--- config.mk ---
export PLATFORM = sky130hd
export DESIGN_NAME = arm_multicycle_ctrl
export DESIGN_NICKNAME = d
export VERILOG_FILES = /design/src/rtl/arm_multicycle_ctrl.sv
export SDC_FILE = /design/constraint.sdc
export NUM_CORES = 1
export LEC_CHECK = 0
export ABC_AREA = 1
export CAP_MARGIN = 20
export CORE_UTILIZATION = 35
export DETAILED_ROUTE_END_ITERATION = 10
export PLACE_DENSITY = 0.72
export SLEW_MARGIN = 5
export SYNTH_ARGS = -nofsm -noshare
export SYNTH_HDL_FRONTEND = slang
export SYNTH_SLANG_ARGS = --single-unit
--- constraint.sdc ---
create_clock -name clk -period 2.8 [get_ports clk]
set_clock_uncertainty 0.1 [all_clocks]
set_input_delay 0.28 -clock clk [delete_from_list [all_inputs] [get_ports clk]]
set_output_delay 0.28 -clock clk [all_outputs]
set_load 0.1 [all_outputs]
--- src/rtl/arm_multicycle_ctrl.sv ---
// arm_multicycle_ctrl
//   Multicycle control unit for the ARM datapath: Moore main FSM, ALU decoder
//   and conditional-execution logic with an architectural NZCV register.
//
//   Optional feature macro: CMP_TST_EN
//     Defined   -> Cmd 1010 (CMP) and 1000 (TST) with S=1 update NZCV without
//                  writing a register.
//     Undefined -> those Cmds are treated as unsupported (Undef pulse).
//
//   Ports
//     clk         rising-edge clock
//     reset       synchronous, active-high
//     ToControler {Cond[3:0], Op[1:0], Funct[5:0]} from the IR
//     Rd          destination register from the IR
//     Flags       live ALU flags {N,Z,C,V}
//     PCWrite, AdrSrc, MemWrite, IRWrite, ResultSrc, ALUSrcA, ALUSrcB,
//     ImmSrc, RegSrc, RegWrite, ALUControl   datapath control strobes
//     Undef       one-cycle pulse when an undefined instruction is dropped
module arm_multicycle_ctrl #(
    parameter int unsigned ALUW   = 4,
    parameter logic [3:0]  PC_REG = 4'd15
) (
    input  logic            clk,
    input  logic            reset,
    input  logic [11:0]     ToControler,
    input  logic [3:0]      Rd,
    input  logic [3:0]      Flags,
    output logic            PCWrite,
    output logic            AdrSrc,
    output logic            MemWrite,
    output logic            IRWrite,
    output logic [1:0]      ResultSrc,
    output logic            ALUSrcA,
    output logic [1:0]      ALUSrcB,
    output logic [1:0]      ImmSrc,
    output logic [1:0]      RegSrc,
    output logic            RegWrite,
    output logic [ALUW-1:0] ALUControl,
    output logic            Undef
);

    localparam logic [ALUW-1:0] AluAdd = ALUW'(0);
    localparam logic [ALUW-1:0] AluSub = ALUW'(1);
    localparam logic [ALUW-1:0] AluAnd = ALUW'(2);
    localparam logic [ALUW-1:0] AluOrr = ALUW'(3);
    localparam logic [ALUW-1:0] AluEor = ALUW'(4);
    localparam logic [ALUW-1:0] AluMov = ALUW'(5);

    typedef enum logic [3:0] {
        StFetch, StDecode, StMemAdr, StMemRd, StMemWb,
        StMemWr, StExecR, StExecI, StAluWb, StBranch
    } state_e;

    state_e          state_q, state_d;
    logic [3:0]      nzcv_q, nzcv_d;
    logic            cond_ex_q, cond_ex_d;

    logic [3:0]      cond;
    logic [1:0]      op;
    logic [3:0]      cmd;
    logic            imm_bit, s_bit;
    logic            rd_is_pc;
    logic            cond_met;
    logic [ALUW-1:0] alu_cmd;
    logic            cmd_valid;
    logic            no_write;

    assign cond     = ToControler[11:8];
    assign op       = ToControler[7:6];
    assign imm_bit  = ToControler[5];
    assign cmd      = ToControler[4:1];
    assign s_bit    = ToControler[0];  // also L for memory instructions
    assign rd_is_pc = (Rd == PC_REG);

    // Condition check against the stored NZCV only; live Flags never feed it.
    always_comb begin
        cond_met = 1'b0;
        case (cond)
            4'b0000: cond_met = nzcv_q[2];
            4'b0001: cond_met = ~nzcv_q[2];
            4'b0010: cond_met = nzcv_q[1];
            4'b0011: cond_met = ~nzcv_q[1];
            4'b0100: cond_met = nzcv_q[3];
            4'b0101: cond_met = ~nzcv_q[3];
            4'b0110: cond_met = nzcv_q[0];
            4'b0111: cond_met = ~nzcv_q[0];
            4'b1000: cond_met = nzcv_q[1] & ~nzcv_q[2];
            4'b1001: cond_met = ~nzcv_q[1] | nzcv_q[2];
            4'b1010: cond_met = (nzcv_q[3] == nzcv_q[0]);
            4'b1011: cond_met = (nzcv_q[3] != nzcv_q[0]);
            4'b1100: cond_met = ~nzcv_q[2] & (nzcv_q[3] == nzcv_q[0]);
            4'b1101: cond_met = nzcv_q[2] | (nzcv_q[3] != nzcv_q[0]);
            4'b1110: cond_met = 1'b1;
            default: cond_met = 1'b0;
        endcase
    end

    // ALU decoder
    always_comb begin
        alu_cmd   = AluAdd;
        cmd_valid = 1'b1;
        no_write  = 1'b0;
        case (cmd)
            4'b0100: alu_cmd = AluAdd;
            4'b0010: alu_cmd = AluSub;
            4'b0000: alu_cmd = AluAnd;
            4'b1100: alu_cmd = AluOrr;
            4'b0001: alu_cmd = AluEor;
            4'b1101: alu_cmd = AluMov;
`ifdef CMP_TST_EN
            4'b1010: begin
                alu_cmd   = AluSub;
                no_write  = 1'b1;
                cmd_valid = s_bit;
            end
            4'b1000: begin
                alu_cmd   = AluAnd;
                no_write  = 1'b1;
                cmd_valid = s_bit;
            end
`endif
            default: cmd_valid = 1'b0;
        endcase
        if (!cmd_valid) begin
            alu_cmd = AluAdd;
        end
    end

    always_ff @(posedge clk) begin
        if (reset) begin
            state_q   <= StFetch;
            nzcv_q    <= 4'b0000;
            cond_ex_q <= 1'b0;
        end else begin
            state_q   <= state_d;
            nzcv_q    <= nzcv_d;
            cond_ex_q <= cond_ex_d;
        end
    end

    always_comb begin
        state_d    = state_q;
        nzcv_d     = nzcv_q;
        cond_ex_d  = cond_ex_q;
        PCWrite    = 1'b0;
        AdrSrc     = 1'b0;
        MemWrite   = 1'b0;
        IRWrite    = 1'b0;
        ResultSrc  = 2'b00;
        ALUSrcA    = 1'b0;
        ALUSrcB    = 2'b00;
        ImmSrc     = 2'b00;
        RegSrc     = 2'b00;
        RegWrite   = 1'b0;
        ALUControl = AluAdd;
        Undef      = 1'b0;
        if (reset) begin
            state_d = StFetch;
        end else begin
            unique case (state_q)
                StFetch: begin
                    IRWrite   = 1'b1;
                    ALUSrcA   = 1'b1;
                    ALUSrcB   = 2'b10;
                    ResultSrc = 2'b10;
                    PCWrite   = 1'b1;
                    state_d   = StDecode;
                end
                StDecode: begin
                    ALUSrcA   = 1'b1;
                    ALUSrcB   = 2'b10;
                    ResultSrc = 2'b10;
                    // Latch the verdict now so a flag write in EXEC cannot
                    // change it for the write-back of this same instruction.
                    cond_ex_d = cond_met;
                    if (cond == 4'b1111 || op == 2'b11) begin
                        Undef   = 1'b1;
                        state_d = StFetch;
                    end else if (op == 2'b01) begin
                        state_d = StMemAdr;
                    end else if (op == 2'b10) begin
                        state_d = StBranch;
                    end else begin
                        state_d = imm_bit ? StExecI : StExecR;
                    end
                end
                StMemAdr: begin
                    ALUSrcB = 2'b01;
                    ImmSrc  = 2'b01;
                    state_d = s_bit ? StMemRd : StMemWr;
                end
                StMemRd: begin
                    AdrSrc  = 1'b1;
                    state_d = StMemWb;
                end
                StMemWb: begin
                    ResultSrc = 2'b01;
                    PCWrite   = cond_ex_q & rd_is_pc;
                    RegWrite  = cond_ex_q & ~rd_is_pc;
                    state_d   = StFetch;
                end
                StMemWr: begin
                    AdrSrc   = 1'b1;
                    MemWrite = cond_ex_q;
                    RegSrc   = 2'b10;
                    state_d  = StFetch;
                end
                StExecR, StExecI: begin
                    ALUSrcB    = (state_q == StExecI) ? 2'b01 : 2'b00;
                    ALUControl = alu_cmd;
                    Undef      = ~cmd_valid;
                    if (cmd_valid && s_bit && cond_ex_q) begin
                        nzcv_d = Flags;
                    end
                    state_d = StAluWb;
                end
                StAluWb: begin
                    PCWrite  = cond_ex_q & cmd_valid & ~no_write & rd_is_pc;
                    RegWrite = cond_ex_q & cmd_valid & ~no_write & ~rd_is_pc;
                    state_d  = StFetch;
                end
                StBranch: begin
                    RegSrc    = 2'b01;
                    ALUSrcB   = 2'b01;
                    ImmSrc    = 2'b10;
                    ResultSrc = 2'b10;
                    PCWrite   = cond_ex_q;
                    state_d   = StFetch;
                end
                default: state_d = StFetch;
            endcase
        end
    end

endmodule
### Yosys cells after proc, flatten, opt, wreduce, memory -nomap -nowiden

Index checks and enable logic that the tools add are counted.

* input bits: 22
* bits in registers: 9
* output and inout bits: 19
* word-level logic and storage cells: 102

* reduce and logical (&&, ||, !) cells: 13
* bitwise operators: 15
* mux-type cells: 36
* equal/unequal tests: 35

Operators by type and width (number)
* $eq 4x4->1 const B: 13
* $eq 4x3->1 const B: 9
* $mux 4: 6
* $eq 4x2->1 const B: 5
* $pmux 4 s5: 1
* $mux 1: 15
* $pmux 1 s15: 1
* $pmux 3 s5: 1
* $eq 4x1->1 const B: 3
* $logic_not 4->1: 3
* $pmux 2 s2: 3
* $mux 2: 4
* $reduce_or 2->1: 4
* $and 1x1->1: 7
* $not 1->1: 6
* $pmux 2 s3: 1
* $reduce_or 6->1: 1
* $eq 2x2->1 const B: 2
* $pmux 1 s2: 2
* $pmux 1 s4: 1
* $mux 3: 1
* $reduce_or 3->1: 1
* $eq 2x1->1 const B: 1
* $logic_and 1x1->1: 2
* other kinds (5): 6

### Logic depth before layout (Yosys ltp)

Gate-level depths: netlist (run 1).

* depth after elaboration: 7
* depth in mapped cells: 11
* mapped depth without buffers: 11

### Worst setup path after synthesis (run 1)

OpenSTA, ideal clock, no wires.

* path kind: register to output
* start: reg state_q[3]
* end: out ResultSrc[1]
* path buffers: 0
* data arrival time: 3578 ps
* required time: 2420 ps
* slack: -1158 ps
* cell stages (with the launch flop): 5
* path through: dfxtp_1 -> nor2_2 -> inv_1 -> nor3_1 -> or2_1

* cells in the longest elaborated chain, start to end: 4
* elaborated cells between the ends (all ways): 7
* classes of those cells: eq/ne (3); mux (2); reduce/logical (2)

Ends and longest elaborated chain
* start, declared: RTL line 54 `state_e state_q, state_d;`
* start signal, assigned: RTL line 131 `state_q <= StFetch;`
* start signal, assigned: RTL line 135 `state_q <= state_d;`
* $eq 4x1->1, or another cell as far along: RTL line 160 `unique case (state_q)`
* $reduce_or 3->1 (no source line)
* $pmux 2 s2 (*): RTL line 160
* $mux 2 (*): RTL line 157 `if (reset) begin`
* end, declared: RTL line 32 `output logic [1:0] ResultSrc,`

Every way passes the cells marked *; elsewhere a longest branch is shown, timed or not.

### Worst setup path in the final report (run 1)

* start: in reset
* end: out Undef

* cells in the longest elaborated chain, start to end: 1

Ends and longest elaborated chain
* start, declared: RTL line 24 `input logic reset,`
* $mux 1: RTL line 157
* end, declared: RTL line 39 `output logic Undef`

No other way between the ends.

==> summary.md, run 1 <==
The run finished with clean final reports. The tools report the initial antenna violation count as 0. For the routed length on met2, the log shows 1440 um.

In the routed layout, each cell is associated on average with a via count of 4.91. Of the synthesized area, sequential elements account for 18.7%. For this design the top-level I/O count stands at 41. The tools report the end of the critical path as Undef. Synthesis instantiated 30 different standard cells from the library. The first routing iteration left 25 violations.

The final-layout setup total negative slack is 0 ps, and the worst setup slack for register-to-register paths is 1440 ps. After layout, the worst path uses 77.1% of the clock period. The setup-violating endpoint count in the final report is 0.

Summing internal, switching and leakage power gives 0.595 mW. The number of buffers inserted to repair setup after CTS is 0, and the width of the die is 54.5 um. From bottom edge to top edge, the die measures 54.5 um.

The maximum clock rate came out at 0.463 GHz. The total count of hold-check failures in the final report is 0. The tools report the floorplan row count as 18. The number of input and output port buffers inserted was 39; the number of levels in the clock H-tree was 1. The first global-routing pass estimated 4290 um of wire.

For the first-pass iteration count of the detailed router, the log shows 4. TritonCTS built the clock tree. The number of max-slew violations in the final report was 0. Across the run, the number of max-cap violations was 0. The tools report the number of antenna repair diodes as 0. The cell type with the largest total area after synthesis was sky130_fd_sc_hd__dfxtp_1. The floorplan step defined a core boundary enclosing 0.00254 mm^2. The final estimated routing congestion in global placement is 0.847.

The final layout contains 236 nets. Measured in cells, the most critical reg-to-reg path has a length of 7. The end of the worst register-to-register path is nzcv_q[0].

After clock tree synthesis, the clock-pin slew on the worst setup and hold paths is 50 ps. The critical path in this run is classified as input port to primary output. The most critical setup path has its startpoint at reset. Clock root buffer master: sky130_fd_sc_hd__clkbuf_4. For this run the aggregate overflow at the end of global routing stands at 0.

Compared with the post-synthesis result, the final layout area differs by 66.8%. The worst setup path is captured at a primary output. After synthesis the cells add up to 963 um^2. For the quantity of hold-fixing buffers added after cts, the log shows 0. The highest metal layer carrying signal wires in the routed design is met4. The min-delay analysis places its worst path in the category register to register. For this block, wires on met1 add up to 1070 um. The count of nets left with antenna violations once routing finished came out at 0. The pin count of the biggest net entering global routing was 12.

In this run, CTS created clock tree buffers numbering 3. Global routing used 19.7% of the available tracks. Summed over all cells, the static leakage comes to 0.715 nW. Data arrives at the worst endpoint at 1780 ps. Detailed placement ended at an HPWL of 2330 um. The maximum number of buffers from clock root to sink is 2, and the met3 wirelength from detailed routing is 97 um. The routed design has 2640 um of wire. The logs give 169 for the gate count after technology mapping and 9 for the clock sink total. In the post-synthesis netlist, the biggest area contributors are sky130_fd_sc_hd__dfxtp_1 (19%), sky130_fd_sc_hd__nand2_1 (14%), sky130_fd_sc_hd__nor2_1 (10%). Data on the critical path is required at its endpoint by 2420 ps. The routed layout has 1,173 vias. Clock latency on the worst-skew pair, taken at its later pin, is 270 ps. The initial utilization of the core area, before any placement, comes to 37.9%.

The total of flip-flops plus latches after synthesis works out to 9. The average footprint of a synthesized cell was 5.70 um^2. The Yosys step of the flow raised 0 warnings.

The tools report the synthesized netlist net count as 195. The clock period minus worst slack is 2160 ps. The routed wirelength normalized by instance count was 11.1 um; the areal power density over the cells was 370 mW/mm^2. The count of instances resized after the clock tree is built was 0. The die covers 0.00297 mm^2. The worst setup path is launched from an input port. In this run the worst path has a maximum fanout of 8. For this run, design rule violations remaining after detail routing come to 0. The tools report the source of the worst register-to-register timing path as state_q[2]. The synthesized design devotes to its leading area cell type 18.7% of total area. The tools report the highest ir drop seen on vdd as 383 uV. The number of global-route vias before repair was 1,135; the fraction of final layout cells sized beyond drive strength 1 was 22.0%. Setup repair after global routing left no endpoint under its margin.
==> synthesized netlist by cell type, drive strengths merged <==
master and n:
or2 1, ha 4, buf 4, nor2 30, a31oi 2, xnor2 1
nand2 39, nor3 8, conb 1, o22ai 1, nand4 2, o21a 1
a32oi 1, a21oi 11, dfxtp 9, nand3 10, clkinv 2, o21ai 12
inv 30
==> worst min-delay path by stage <==
stage | startpoint | endpoint | slack, ps | cells after the start
global placement | nzcv_q[2] | nzcv_q[2] | 390 | 2
detailed placement | nzcv_q[1] | nzcv_q[1] | 400 | 2
global route | nzcv_q[1] | nzcv_q[1] | 450 | 2
floorplan | Flags[2] | nzcv_q[2] | 350 | 2
finish | nzcv_q[1] | nzcv_q[1] | 410 | 2
CTS | nzcv_q[1] | nzcv_q[1] | 410 | 2
==> layout make-up <==
cell class	count	area, um^2
clock buffers	4	26.3
repair buffers	40	578
inverters	32	120
fillers	239	938
well taps	30	37.5
flip-flops and latches	9	180
multi-input cells	124	664
==> power breakdown <==
| part | switching, mW | total (mW) | internal [mW] |
|---|---|---|---|
| clock network | 0.0444 | 0.0993 | 0.0548 |
| logic | 0.224 | 0.347 | 0.123 |
| registers | 0.0122 | 0.148 | 0.136 |
| total | 0.280 | 0.595 | 0.314 |
==> sequential cells by signal (all words and copies together), names as in the netlist <==
signal and flops:
nzcv_q 4, state_q 4, cond_ex_q 1
==> layer usage <==
| layer | GRT usage, % | vias to the layer above |
|---|---|---|
| li1 | - | 614 |
| met1 | 21.3 | 519 |
| met2 | 37.6 | 36 |
| met3 | 1.11 | 4 |
| met4 | 10.7 | 0 |
| met5 | 0 | - |
==> critical path: stages <==
cell	delay, ps
sky130_fd_sc_hd__clkdlybuf4s50_1	580
sky130_fd_sc_hd__inv_1	280
sky130_fd_sc_hd__nand2_1	120
sky130_fd_sc_hd__o22ai_1	290
sky130_fd_sc_hd__buf_12	220
==> layout by cell type (no fill, tap or decap), types with 6 or more instances in the layout <==
cell	instances
sky130_fd_sc_hd__nand3_1	10
sky130_fd_sc_hd__o21ai_1	7
sky130_fd_sc_hd__inv_1	24
sky130_fd_sc_hd__inv_2	6
sky130_fd_sc_hd__nand2_1	36
sky130_fd_sc_hd__clkdlybuf4s50_1	21
sky130_fd_sc_hd__dfxtp_1	9
sky130_fd_sc_hd__nor3_2	7
sky130_fd_sc_hd__a21oi_1	9
sky130_fd_sc_hd__nor2_1	26
sky130_fd_sc_hd__buf_12	18
==> cells by family (layout without fill, tap and decap cells) <==
| kind of cell | count (synthesis) | count (layout) | synth area share (%) |
|---|---|---|---|
| buffers and inverters | 36 | 76 | 14.9 |
| adder cells (fa/ha/maj) | 4 | 4 | 5.20 |
| flip-flops | 9 | 9 | 18.7 |
| other | 1 | 1 | 0.389 |
| AO/OA/AOI/OAI | 28 | 28 | 16.8 |
| AND/OR/NAND/NOR | 90 | 90 | 43.1 |
| XOR/XNOR | 1 | 1 | 0.909 |
==> metrics by stage <==
step                util (%)  instance area [um^2]  hold slack (ps)  cells  worst slack [ps]
floorplan                  -                   988              354    169              -353
global placement        62.1                  1580              392    235               676
detailed placement      62.1                  1580              400    235               637
CTS                     63.1                  1610              409    239               637
global route            63.1                  1610              455    239               518
finish                  63.1                  1610              411    239               642
Power figures use the tool's default switching activity.
==> run 2, diff against run 1 <==
==> constraint.sdc (replaced) <==
create_clock -name clk -period 2 [get_ports clk]
set_clock_uncertainty 0.1 [all_clocks]
set_input_delay 0.2 -clock clk [delete_from_list [all_inputs] [get_ports clk]]
set_output_delay 0.2 -clock clk [all_outputs]
set_load 0.1 [all_outputs]
==> summary.md, run 2 (same netlist as run 1, synthesis figures left out) <==
The flow ran to the end, and the final reports show no timing, DRC or antenna violations. The run gives 0.00175 mm^2 (+9.0%) as the final design area excluding fillers. The run gives 415 ps (+4.64 ps) as the worst hold margin. The setup-violating endpoint count in the final report was 0 (unchanged). For the pin count of the biggest net entering global routing, the log shows 9 (-3). The width of the die came out at 54.5 um (unchanged).

The logs give 0.876 mW (+47%) for the post-layout total power and 0 (unchanged) for the post-route DRC violation count. The areal power density over the cells was 500 mW/mm^2 (+35%); the number of nets in the layout was 244 (+3.4%). The worst min-delay path class was register to register. The worst setup path is launched from a register. The post-placement cell count came out at 242 (+3.0%). Clock period minus worst slack: 1920 ps. The run gives 31 (+24%) as the initial detailed-routing violation count. The clock transition at the registers of the reported paths came out at 60 ps (about the same). The core footprint is 0.00254 mm^2 (unchanged), and the leakage power is 0.801 nW (+12%). The endpoint type of the worst setup path is a primary output. The total detailed-routing wirelength was 2590 um (-1.9%).

The number of input and output port buffers inserted is 39 (unchanged). The slowest stage of the critical path is the sky130_fd_sc_hd__dfxtp_1 cell. Final clock period utilization by the worst path: 96.1%. The library cell used most frequently in the layout, excluding fill and tap cells, is sky130_fd_sc_hd__nand2_1. The clock buffer count from CTS came out at 3 (unchanged). Clock root buffer master: sky130_fd_sc_hd__clkbuf_4.

Library cell appearing most often on the critical path: sky130_fd_sc_hd__inv_2. The data arrival at the endpoint of the critical path was 1620 ps (-160 ps). In this run the critical register-to-register path is captured at nzcv_q[1].

The clock sink total is 9 (unchanged), and the starting density of the core is 37.9% (unchanged). The library cells used most frequently in the layout, excluding fill and tap cells, are sky130_fd_sc_hd__nand2_1 (36), sky130_fd_sc_hd__inv_1 (23), sky130_fd_sc_hd__nor2_1 (20). For the instance area after placement, the log shows 0.00170 mm^2 (+7.7%). Hold path endpoint: nzcv_q[1]. The max-capacitance violation count is 0 (unchanged), and the instance count along the most critical hold path is 2 (unchanged). The number of cells on the worst reg-to-reg path is 7 (unchanged).

The final estimated routing congestion in global placement came out at 0.893 (+5.4%). The maximum number of buffers from clock root to sink was 2 (unchanged). The tools report the die area as 0.00297 mm^2 (unchanged).

For the number of max-slew violations in the final report, the log shows 0 (unchanged). In this design, the largest share of critical-path delay is due to buffers and inverters. The final-layout setup total negative slack was 0 ps (unchanged); the first-pass iteration count of the detailed router was 5 (+1).

The number of antenna repair diodes is 0 (unchanged). The quantity of hold-fixing buffers added after cts is 0 (unchanged). The routed wirelength normalized by instance count works out to 10.5 um (-5.1%). The clock insertion delay at the later pin of the skew report was 250 ps (-20 ps); the fill cell instance count of the final layout was 215 (-10%).

The tools report the detailed-placement wirelength estimate as 2220 um (-4.6%). The largest registers in the layout are nzcv_q x4, state_q x4, cond_ex_q x1. The number of standard cells in the layout, taps in and fillers out came out at 247 (+3.3%). The run gives 1 (unchanged) as the number of levels in the clock H-tree. Setup repair after global routing left no endpoint under its margin. Worst setup slack for register-to-register paths: 670 ps (-770 ps).

The biggest fanout along the worst timing path works out to 3 (-5). The critical path is of the register to primary output type. The initial antenna violation count was 0 (unchanged); the fraction of final layout cells sized beyond drive strength 1 was 31.3% (+9.3 points). The ratio of routed vias to standard cells is 4.85 (-1.1%). The number of global-route vias before repair was 1,088 (-4.1%); the floorplan row count was 18 (unchanged). From synthesis to final layout, the design area changed by 81.8%.

The worst register-to-register path begins at state_q[2]. The largest incremental delay on the critical path works out to 350 ps (-230 ps). The wire length of the first global-routing pass is 4310 um (+0.33%), and the total count of hold-check failures in the final report is 0 (unchanged). TritonCTS built the clock tree. The run gives 0 (unchanged) as the final global-route overflow total. The run gives 0 (unchanged) as the post-route antenna net violation count. The total via count in the routed design is 1,199 (+2.2%), and the global-route usage over all layers is 20.0% (+0.28 points).

The signal on the critical path passes through inv_2, nor2_4, inv_2, o21a_1, buf_4, nor3_4, buf_12. The logs give 41 (unchanged) for the total I/O pin count and 0.520 GHz for the maximum clock rate. For the highest ir drop seen on vdd, the log shows 455 uV (+19%). The sum of buffers and inverters on the critical path works out to 4 (+1).

The run gives 1700 ps (-720 ps) as the critical path required time. The overall die height works out to 54.5 um (unchanged). The worst hold path begins at nzcv_q[1].
==> run 2: changes by cell type in the layout (fill, tap and decap cells not counted), moves of 2 or more <==
cell	delta
sky130_fd_sc_hd__nor2_2	+5
sky130_fd_sc_hd__nor2_1	-6
sky130_fd_sc_hd__buf_4	+8
sky130_fd_sc_hd__nor3_2	-4
sky130_fd_sc_hd__clkdlybuf4s50_1	-2
sky130_fd_sc_hd__dlymetal6s2s_1	+2
sky130_fd_sc_hd__dfxtp_2	+3
sky130_fd_sc_hd__dfxtp_1	-3
sky130_fd_sc_hd__nor3_4	+4
==> run 2: routing by layer <==
layer	up-vias	global-route usage (%)	part of all wire [%]
li1	628	-	-
met1	525	23.9	42
met2	42	35.6	52
met3	4	1.39	4.5
met4	0	9.83	1.7
met5	-	0	0
==> run 2: how the worst max path moves through the flow <==
| stage | cells after the start | from | endpoint | slack, ps |
|---|---|---|---|---|
| after global placement | 8 | ToControler[4] | RegWrite | 80 |
| after detailed placement | 8 | ToControler[4] | RegWrite | 6 |
| final | 7 | state_q[2] | RegWrite | 80 |
| after floorplan | 4 | state_q[3] | ResultSrc[1] | -500 |
| after CTS | 8 | ToControler[4] | RegWrite | 5 |
| after global routing | 8 | state_q[2] | PCWrite | 3 |
==> run 2: power breakdown <==
group          internal [mW]  switching, mW
registers              0.192         0.0187
clock network         0.0765         0.0579
logic                  0.197          0.334
total                  0.465          0.410
==> run 2: repair_timing <==
| action | CTS | global route |
|---|---|---|
| endpoints found under the setup margin | 0 | 2 |
| resized for setup | 0 | 8 |
| setup buffers | 0 | 1 |
==> run 2: worst min-delay path: stages, from the launching register on <==
cell and delay (ps):
sky130_fd_sc_hd__dfxtp_1 310, sky130_fd_sc_hd__inv_1 90, sky130_fd_sc_hd__a21oi_1 70
==> run 2: through the flow <==
stage | util [%] | setup slack (ps)
after floorplan | - | -500
after global placement | 66.9 | 83.0
after detailed placement | 66.9 | 5.72
after CTS | 67.9 | 4.73
after global routing | 68.8 | 2.63
final | 68.8 | 78.0
==> run 2: area by class of cell <==
cell class	count	area (um^2)	area share, %
flip-flops and latches	9	184	10.5
well taps	30	37.5	2.14
inverters	32	120	6.86
clock buffers	4	26.3	1.50
repair buffers	48	643	36.7
multi-input cells	124	741	42.3
==> run 3, diff against run 2 <==
--- a/config.mk
+++ b/config.mk
@@ -7,9 +7,9 @@
 export LEC_CHECK = 0
 export ABC_AREA = 1
 export CAP_MARGIN = 20
-export CORE_UTILIZATION = 35
+export CORE_UTILIZATION = 42
 export DETAILED_ROUTE_END_ITERATION = 10
-export PLACE_DENSITY = 0.72
+export PLACE_DENSITY = 0.83
 export SLEW_MARGIN = 5
 export SYNTH_ARGS = -nofsm -noshare
 export SYNTH_HDL_FRONTEND = slang
==> summary.md, run 3 (same netlist as run 1, synthesis figures left out) <==
The flow ran to the end, and the final reports show no timing, DRC or antenna violations. The logs give 41 (unchanged) for the total I/O pin count and 270 ps (+20 ps) for the clock insertion delay at the later pin of the skew report. The number of max-slew violations in the final report was 0 (unchanged); the global-route usage over all layers was 30.2% (+10 points). The logs give 0.970 (+8.6%) for the final estimated routing congestion in global placement and 5640 um (+31%) for the wire length of the first global-routing pass.

The tools report the source of the worst register-to-register timing path as nzcv_q[0]. Among cell families on the critical path, the largest total delay comes from compound AO/OA/AOI/OAI gates. The sum of buffers and inverters on the critical path came out at 3 (-1).

The standard cell with the maximum stage delay on the critical path was sky130_fd_sc_hd__dfxtp_2. The library cells used most frequently in the layout, excluding fill and tap cells, are sky130_fd_sc_hd__nand2_1 (36), sky130_fd_sc_hd__inv_1 (23), sky130_fd_sc_hd__nor2_1 (19), sky130_fd_sc_hd__buf_12 (19), sky130_fd_sc_hd__clkdlybuf4s50_1 (18). The tools report the highest ir drop seen on vdd as 328 uV (-28%). For the starting density of the core, the log shows 46.7% (+8.9 points). The initial antenna violation count was 0 (unchanged). The tools report the leakage power as 0.800 nW (-0.21%). The setup path with the least slack is of type register to primary output. Clock root buffer master: sky130_fd_sc_hd__clkbuf_4. The tools report the setup-violating endpoint count in the final report as 0 (unchanged). The first-pass iteration count of the detailed router came out at 5 (unchanged).

The startpoint identified for the worst hold timing path is nzcv_q[1]. The routed wirelength normalized by instance count came out at 15.1 um (+44%). For the total count of hold-check failures in the final report, the log shows 0 (unchanged). The logs give 9 (unchanged) for the clock sink total and 443 ps (+27.4 ps) for the worst hold margin.

Initial detailed-routing violation count: 62 (+100%). The endpoint type of the worst setup path was a primary output. Fraction of final layout cells sized beyond drive strength 1: 31.9% (+0.59 points). The footprint of the multi-input gates was 764 um^2 (+3.2%); the overall die height was 49.9 um (-8.4%). Number of antenna repair diodes: 0 (unchanged).

The footprint of the flip-flops and latches was 185 um^2 (+0.68%); the total via count in the routed design was 1,322 (+10%). The tools report the number of buffers inserted to repair setup after CTS as 0 (unchanged). Number of levels in the clock H-tree: 1 (unchanged).

The met3 wirelength from detailed routing is 280 um (+140%). The tools report the timing startpoint of the critical path as state_q[2]. The data arrival at the endpoint of the critical path came out at 1650 ps (+30 ps). The area growth from synthesis to layout came out at 82.5%.

The wire length on met1 is 1300 um (+20%). The number of nets in the layout is 240 (-1.6%), and the width of the die is 49.9 um (-8.4%). The critical path required time is 1700 ps (about the same). The largest incremental delay on the critical path works out to 360 ps (about the same). The post-route antenna net violation count is 0 (unchanged). The clock transition at the registers of the reported paths works out to 60 ps (about the same).

Routed length on met2: 1850 um (+37%). The tools report the maximum number of buffers from clock root to sink as 2 (unchanged). The startpoint kind of the worst setup timing path is a register. TritonCTS built the clock tree. The worst min-delay path class is register to register. The cell that appears most often on the critical path is sky130_fd_sc_hd__inv_2. The most common cell after layout, fill and taps aside is sky130_fd_sc_hd__nand2_1. The final-layout setup total negative slack was 0 ps (unchanged); the number of input and output port buffers inserted was 39 (unchanged). The run gives 2690 um (+21%) as the detailed-placement wirelength estimate.

The final clock period utilization by the worst path was 97.6% (+1.5 points). Highest metal layer used by the detailed router: met4. For the fill cell instance count of the final layout, the log shows 103 (-52%).

Areal power density over the cells: 515 mW/mm^2 (+3.0%). The logs give 0.512 GHz (-1.6%) for the maximum clock rate and 0 (unchanged) for the max-capacitance violation count. The tools report the total detailed-routing wirelength as 3620 um (+40%). The largest registers in the layout are nzcv_q x4, state_q x4, cond_ex_q x1. Core footprint: 0.00206 mm^2 (-19%). The final global-route overflow total came out at 0 (unchanged). The critical path goes through inv_2, nor2_4, inv_2, o21a_1, nor3_2, nand2_1, a21oi_4, buf_12. The tools report the quantity of hold-fixing buffers added after cts as 0 (unchanged). The tools report the die area as 0.00249 mm^2 (-16%).

The floorplan row count came out at 16 (-2). For the number of global-route vias before repair, the log shows 1,262 (+16%). The biggest fanout along the worst timing path is 3 (unchanged). The clock period minus worst slack was 1950 ps (+30.6 ps). For the pin count of the biggest net entering global routing, the log shows 11 (+2). The clock buffer count from CTS was 3 (unchanged); the post-route DRC violation count was 0 (unchanged). The ratio of routed vias to standard cells was 5.51 (+13%).
## run 3: cell count changes in the layout (fill, tap and decap cells not counted), sizes merged
cell | before | now
buf | 27 | 23
clkdlybuf4s50 | 19 | 18
dlymetal6s2s | 2 | 3
## run 3: final timing paths
path                                   to  slack [ps]  depth (start not counted)
worst max-delay path              PCWrite          50                          8
worst min-delay path            nzcv_q[1]         440                          2
worst max register to register  cond_ex_q         570                         11
worst min register to register  nzcv_q[1]         440                          2
## run 3: worst reg2reg max path: stages (launching register included)
cell and delay, ps:
sky130_fd_sc_hd__dfxtp_1 420, sky130_fd_sc_hd__inv_1 110, sky130_fd_sc_hd__nand2_1 120, sky130_fd_sc_hd__nand2_1 80, sky130_fd_sc_hd__nand2_1 70, sky130_fd_sc_hd__nand2_1 50
sky130_fd_sc_hd__nand2_1 50, sky130_fd_sc_hd__nand2_1 50, sky130_fd_sc_hd__nor2_1 100, sky130_fd_sc_hd__nand2_1 60, sky130_fd_sc_hd__nand2_1 70, sky130_fd_sc_hd__a21oi_2 50
## run 3: repair_timing
| action | CTS | global route |
|---|---|---|
| pin swaps | 0 | 4 |
| resized for setup | 3 | 12 |
| setup endpoints to repair | 1 | 3 |
## run 3: area by class of cell
cell class                      instances  area share, %
Inverter                               32           6.83
Sequential cell                         9           10.5
Clock buffer                            4           1.49
Multi-Input combinational cell        124           43.5
Tap cell                               27           1.92
Timing Repair Buffer                   44           35.7
## run 3: layer usage
metal / up-vias / GRT usage (%)
met2: 89 / 55.6
met5: - / 0
met4: 0 / 15.2
li1: 622 / -
met1: 586 / 33.3
met3: 25 / 4.01
## run 3: power by group
group	leakage, nW	total [mW]	internal, mW	switching, mW
Clock	0.0150	0.146	0.0770	0.0686
Combinational	0.710	0.543	0.194	0.350
Sequential	0.0747	0.216	0.193	0.0239
## run 3: per-stage QoR
| step | cell area, um^2 | setup slack [ps] | instances | power, mW | utilization (%) |
|---|---|---|---|---|---|
| finish | 1760 | 47.5 | 240 | 0.905 | 85.3 |
| global placement | 1690 | 74.0 | 236 | 0.721 | 81.9 |
| detailed placement | 1690 | -29.1 | 236 | 0.735 | 81.9 |
| global route | 1760 | -5.62 | 240 | 0.946 | 85.3 |
| floorplan | 1060 | -500 | 169 | 0.544 | - |
| CTS | 1730 | 19.3 | 240 | 0.884 | 83.7 |
